==> src/rtl/eleven_bit_serializer_if.sv <==
// rtl/eleven_bit_serializer_if.sv - parallel-load / serial-out handshake bundle
interface eleven_bit_serializer_if;
   logic [10:0] in;
   logic        load;
   logic        hold;
   logic        ready;
   logic        sout;
   logic        sout_valid;
   logic        last;
   logic        done;

   modport master (output in, load, hold,
                   input  ready, sout, sout_valid, last, done);
   modport slave  (input  in, load, hold,
                   output ready, sout, sout_valid, last, done);
endinterface

==> src/rtl/eleven_bit_serializer.sv <==
// rtl/eleven_bit_serializer.sv - 11-bit word serializer with stall, last and done pulse
module eleven_bit_serializer #(
   parameter bit LSB_FIRST = 1'b1
) (
   input logic                     CLK,
   input logic                     clear,
   eleven_bit_serializer_if.slave  bus
);

   typedef enum logic [1:0] {IDLE, SHIFT, DONE} state_t;

   state_t      state, next_state;
   logic [10:0] sreg;
   logic [3:0]  cnt;

   always_ff @(posedge CLK or posedge clear) begin
      if (clear) state <= IDLE;
      else       state <= next_state;
   end

   always_comb begin
      next_state = state;
      case (state)
         IDLE:    if (bus.load) next_state = SHIFT;
         SHIFT:   if (!bus.hold && cnt == 4'd10) next_state = DONE;
         DONE:    next_state = IDLE;
         default: next_state = IDLE;
      endcase
   end

   // Counter saturates at 10; it is re-zeroed on the next accepted load.
   always_ff @(posedge CLK or posedge clear) begin
      if (clear) begin
         sreg <= 11'd0;
         cnt  <= 4'd0;
      end else begin
         case (state)
            IDLE: if (bus.load) begin
               sreg <= bus.in;
               cnt  <= 4'd0;
            end
            SHIFT: if (!bus.hold) begin
               sreg <= LSB_FIRST ? {1'b0, sreg[10:1]} : {sreg[9:0], 1'b0};
               if (cnt != 4'd10) cnt <= cnt + 4'd1;
            end
            default: ;
         endcase
      end
   end

   always_comb begin
      bus.ready      = 1'b0;
      bus.sout       = 1'b0;
      bus.sout_valid = 1'b0;
      bus.last       = 1'b0;
      bus.done       = 1'b0;
      case (state)
         IDLE:  bus.ready = 1'b1;
         SHIFT: begin
            bus.sout_valid = 1'b1;
            bus.sout       = LSB_FIRST ? sreg[0] : sreg[10];
            bus.last       = (cnt == 4'd10);
         end
         DONE:  bus.done = 1'b1;
         default: ;
      endcase
   end

endmodule

==> src/flat_wrapper.sv <==
// flat-port wrapper written by rule: the top's interface ports become plain ports
module eleven_bit_serializer_flat 
#(
   parameter bit LSB_FIRST = 1'b1
)
  (CLK, clear, bus_in, bus_load, bus_hold, bus_ready, bus_sout, bus_sout_valid, bus_last, bus_done);
  eleven_bit_serializer_if bus_i ();
  input logic CLK;
  input logic clear;
  input wire logic [$bits(bus_i.in)-1:0] bus_in;
  input wire logic [$bits(bus_i.load)-1:0] bus_load;
  input wire logic [$bits(bus_i.hold)-1:0] bus_hold;
  output wire logic [$bits(bus_i.ready)-1:0] bus_ready;
  output wire logic [$bits(bus_i.sout)-1:0] bus_sout;
  output wire logic [$bits(bus_i.sout_valid)-1:0] bus_sout_valid;
  output wire logic [$bits(bus_i.last)-1:0] bus_last;
  output wire logic [$bits(bus_i.done)-1:0] bus_done;
  assign bus_i.in = bus_in;
  assign bus_i.load = bus_load;
  assign bus_i.hold = bus_hold;
  assign bus_ready = bus_i.ready;
  assign bus_sout = bus_i.sout;
  assign bus_sout_valid = bus_i.sout_valid;
  assign bus_last = bus_i.last;
  assign bus_done = bus_i.done;
  eleven_bit_serializer #(.LSB_FIRST(LSB_FIRST)) u_core (.CLK(CLK), .clear(clear), .bus(bus_i));
endmodule
==> config.mk <==
export PLATFORM = sky130hd
export DESIGN_NAME = eleven_bit_serializer_flat
export DESIGN_NICKNAME = d
export VERILOG_FILES = /design/src/rtl/eleven_bit_serializer_if.sv /design/src/rtl/eleven_bit_serializer.sv /design/src/flat_wrapper.sv
export SDC_FILE = /design/constraint.sdc
export NUM_CORES = 1
export LEC_CHECK = 0
export ABC_AREA = 1
export CORE_UTILIZATION = 44
export CTS_CLUSTER_SIZE = 25
export DETAILED_ROUTE_END_ITERATION = 12
export HOLD_SLACK_MARGIN = 0.05
export PLACE_DENSITY = 0.85
export SETUP_SLACK_MARGIN = 0.1
export SYNTH_ARGS = -nofsm -noshare
export SYNTH_HDL_FRONTEND = slang
export SYNTH_SLANG_ARGS = --single-unit
==> constraint.sdc <==
create_clock -name CLK -period 1.14 [get_ports CLK]
set_input_delay 0.228 -clock CLK [delete_from_list [all_inputs] [get_ports CLK]]
set_output_delay 0.228 -clock CLK [all_outputs]
set_load 0.005 [all_outputs]
[Word-level counts from Yosys, hierarchy flattened]
Cells that the tools add are included.
Operators by class
  eq/ne operators: 8
  multiplexer cells: 15
  $add $sub $neg: 1
  reductions and logical operators: 7
Operators by type and width (number)
  2-to-1 mux 11 bit: 2
  case mux 11 bit (2 select lines): 1
  2-to-1 mux 4 bit: 3
  case mux 4 bit (2 select lines): 1
  2-to-1 mux 1 bit: 5
  adder 4 x 1 -> 4 bit, second input constant: 1
  equality test 4 bit, second input constant: 1
  2-to-1 mux 2 bit: 2
  inequality test 2 x 1 -> 1 bit, second input constant: 2
  inequality test 2 bit, second input constant: 2
  inequality test 4 bit, second input constant: 1
  case mux 2 bit (2 select lines): 1
  AND reduction 4 bit: 1
  AND reduction 3 bit: 1
  equality test 2 x 1 -> 1 bit, second input constant: 1
  equality test 2 bit, second input constant: 1
  logical NOT 2 bit: 1
  AND reduction 2 bit: 1
  nonzero test 2 bit: 1
  logical AND 1 bit: 1
  logical NOT 1 bit: 1
Word-level totals
  register bits after elaboration: 17
  bits of input ports: 15
  word-level logic and storage cells: 34
  output and inout bits: 5

[Logic depth before layout (Yosys ltp)]
  depth in word-level cells: 4
  depth in mapped cells: 8
  depth with buffers taken out: 8

[Worst setup path before layout]
No wires, ideal clock.
  path kind: reg-to-reg
  start point: register u_core.cnt[0]
  end point: register u_core.cnt[0]
  period minus slack after synthesis: 1.144 ns
  arrival: 1.015 ns
  stages on the path, launching flop included: 9
  path buffers: 0
  setup slack: -0.004 ns
  data required time: 1.011 ns
  library setup time: 0.129 ns
  cell sequence: dfrtp_1 -> inv_1 -> ha_1 -> nand2_1 -> nor2_1 -> nand2_1 -> nand2_1 -> nand2_1 -> o21ai_0
Between the ends
  cells in the longest elaborated chain, start to end: 4
  elaborated cells on any way between the ends: 7
  those cells by class: add/sub (1); eq/ne (2); mux (3); reduce/logical (1)
Ends and longest elaborated chain
  start, declared: RTL line eleven_bit_serializer.sv:14  | logic [3:0] cnt;
  start signal, assigned: RTL line eleven_bit_serializer.sv:44  | if (cnt != 4'd10) cnt <= cnt + 4'd1;
  adder 4 x 1 -> 4 bit: RTL line eleven_bit_serializer.sv:44
  2-to-1 mux 4 bit: RTL line eleven_bit_serializer.sv:44
  2-to-1 mux 4 bit: RTL line eleven_bit_serializer.sv:42  | SHIFT: if (!bus.hold) begin
  case mux 4 bit (2 select lines): RTL line eleven_bit_serializer.sv:37  | case (state)
Parallel ways exist; a longest one is shown, timed or not. The select of a mux whose other input is x is not followed.
A chain may end at the register's enable or synchronous reset.

[Final worst setup path]
  start point: register u_core.cnt[0]
  end point: output bus_last
Between the ends
  cells in the longest elaborated chain, start to end: 2
Ends and longest elaborated chain
  equality test 4 bit: RTL line eleven_bit_serializer.sv:62  | bus.last = (cnt == 4'd10);
  2-to-1 mux 1 bit: RTL line eleven_bit_serializer.sv:57  | case (state)
  end, declared: RTL line flat_wrapper.sv:16  | output wire logic [$bits(bus_i.last)-1:0] bus_last;
Every way passes these cells.

==> summary.txt <==
Critical path
  – CP arrival: between 1000 and 1500 ps
  – Startpoint Class: register
  – FF-to-FF path depth: 10
  – Critical path endpoint category: output pin
  – Reg2reg start: u_core.cnt[0]
  – WP data required: 910 ps
  – Crit Path Category: register to output pin
  – Reg2reg setup slack: -250 ps
  – Crit-path max FO: 2
  – R2R Path End: u_core.cnt[3]

Logic synthesis
  – Synth Register Bits: 17
  – Syn. warnings: 0
  – Netlist Area Pre-Place: 926 um2
  – Post-synth net total: 130
  – Syn Area/Cell: 8.19 um2
  – Cell count after synthesis: 113
  – Part of the Yosys area used for sequential elements: 45.9%
  – Yosys cell types: 15

Power
  – Static Leak: roughly 0.78 nW
  – Total power: 0.00393 W
  – Peak supply drop: between 1.5 and 2 mV
  – PD cells: 2390 nW/um2

STA
  – Slew Limit Fails: 0
  – Post-layout min period: roughly 1600 ps
  – Period utilisation layout: 136%
  – Max Fclk: between 600 and 700 MHz
  – # setup viols final: 21
  – Worst Tran Pin Value: 228 ps
  – Final hold viol count: 0
  – Final setup TNS: -3800 ps
  – Clock skew: 2.28 ps
  – Max-slew headroom: 84.7%
  – RSZ-0062 raised after global routing: true
  – Setup WS post-layout: -415 ps

Floorplan
  – Chip Width: about 48 um
  – Initial Utilization: 47.2%
  – Die area: 2290 um2
  – I/O pins: 20
  – Core footprint: slightly below 2000 um2
  – # rows: 16
  – Die boundary height: about 48 um

Drt
  – Remaining antenna violation count after routing: 0
  – Via count: between 900 and 1000
  – Detailed-route wire length: 2.72 mm
  – Initial DRC count: 27
  – Via/cell ratio: about 5.0
  – Wire per inst: around 15 um
  – Pre-antenna DRT Iters: 4
  – Residual DRC: 0

Placement
  – Post-DP HPWL: 1.47 mm
  – Port Buf Inserts: 19
  – Placed insts: 173
  – GPL Wtd Cong: 0.761

Final layout
  – Synth-to-layout area growth: 77.8%
  – Final-stage net count: 176
  – Final core occ: 83.9%
  – Most frequent cells in the layout: inv_1 (17), dfrtp_1 (17), o21ai_2 (16)
  – Share of layout cells above drive strength 1: 50.0%
  – ANT cells: 0
  – Final cell count without fillers: ~190

Clock tree
  – CTS tree: yes
  – Clk sink count: 17
  – CTS buffer count: 3
  – Clock transition at path regs: 100 ps
  – Clock Latency Late Sink: 300 ps
  – Root buffer cell: clkbuf_4
  – H-Tree Depth: 1
  – Clock Path Buffers: 2
  – # hold bufs at CTS: 0

Global routing
  – Global-route wire length before repair: 3.39 mm
  – Largest net degree at the start of global routing: 18
  – Overall Global Routing Usage: a little over a fifth
  – Antenna violations before repair: 0
  – GRT Residual Overflow: 0
  – Vias in the first global route: 829

Worst hold path
  – Worst Hold Class: input pin to async pin

Job
  – MaxCap Viol Count: 0

Status
  – Failing checks: setup timing
  – Status: finished with violations
==> power by group <==
part / internal [W] / total [W] / switching, W
Clock: 0.000137 / 0.000342 / 0.000205
Combinational: 0.00129 / 0.00262 / 0.00134
Sequential: 0.000857 / 0.000967 / 0.000111
==> worst max-delay path: stages, from the launching register on <==
cell and delay, ps:
dfrtp_1 400, inv_1 60, ha_2 180, nand2_1 50, nor2_1 100, nand2_1 70
inv_1 50, buf_2 100
==> layout make-up <==
cell class,instances,area (um2)
well taps,27,33.8
multi-input cells,73,606
repair buffers,45,482
clock buffers,4,26.3
fillers,115,315
inverters,19,73.8
flip-flops and latches,17,425
==> through the flow <==
stage          hold slack [ps]  setup slack [ps]  instance area (um2)
2_1_floorplan              154              5.35                  940
3_3_place_gp               500              -394                 1280
3_5_place_dp               503              -460                 1280
4_1_cts                    249              -396                 1420
5_1_grt                    268              -518                 1650
6_report                   233              -415                 1650
==> how the worst max path moves through the flow <==
stage | startpoint | end | slack (ps) | cells after the start
after floorplan | u_core.cnt[0] | bus_last | 5 | 6
after global placement | u_core.cnt[0] | bus_last | -390 | 7
after detailed placement | u_core.cnt[0] | bus_last | -460 | 7
after CTS | u_core.cnt[0] | bus_last | -400 | 7
after global routing | u_core.cnt[0] | bus_last | -520 | 7
final | u_core.cnt[0] | bus_last | -410 | 7
==> synth_stat cells (all sizes together) <==
library cell | n | share of area (%)
xnor2 | 1 | 0.95
nor2 | 5 | 2.3
inv | 19 | 7.7
nand4 | 2 | 1.4
nand3 | 4 | 2.2
ha | 2 | 2.7
o21ai | 26 | 19
clkbuf | 1 | 0.54
nand2 | 33 | 14
dfrtp | 17 | 46
buf | 3 | 3.6
==> sequential cells by signal, summed over array words and instances, names as in the netlist <==
signal	count
u_core.cnt	4
u_core.sreg	11
u_core.state	2
==> logic make-up after synthesis <==
logic type	count (synthesis)	synth area share [%]
AND/OR/NAND/NOR	44	20.0
AO/OA/AOI/OAI	26	18.5
buffers and inverters	23	11.9
flip-flops	17	45.9
adder cells (fa/ha/maj)	2	2.70
XOR/XNOR	1	0.946
==> routing by layer <==
metal | global-route usage [%] | share of wire [%]
met2 | 40.0 | 56
met3 | 3.40 | 2.6
met5 | 0 | 0
met1 | 24.4 | 39
met4 | 8.33 | 1.5
==> what timing repair did <==
action,CTS,global route
setup buffers,6,4
pin swaps,6,10
gates resized for setup,43,55
cloned,1,1
endpoints found under the setup margin,22,22
(Power assumes the default switching activity.)
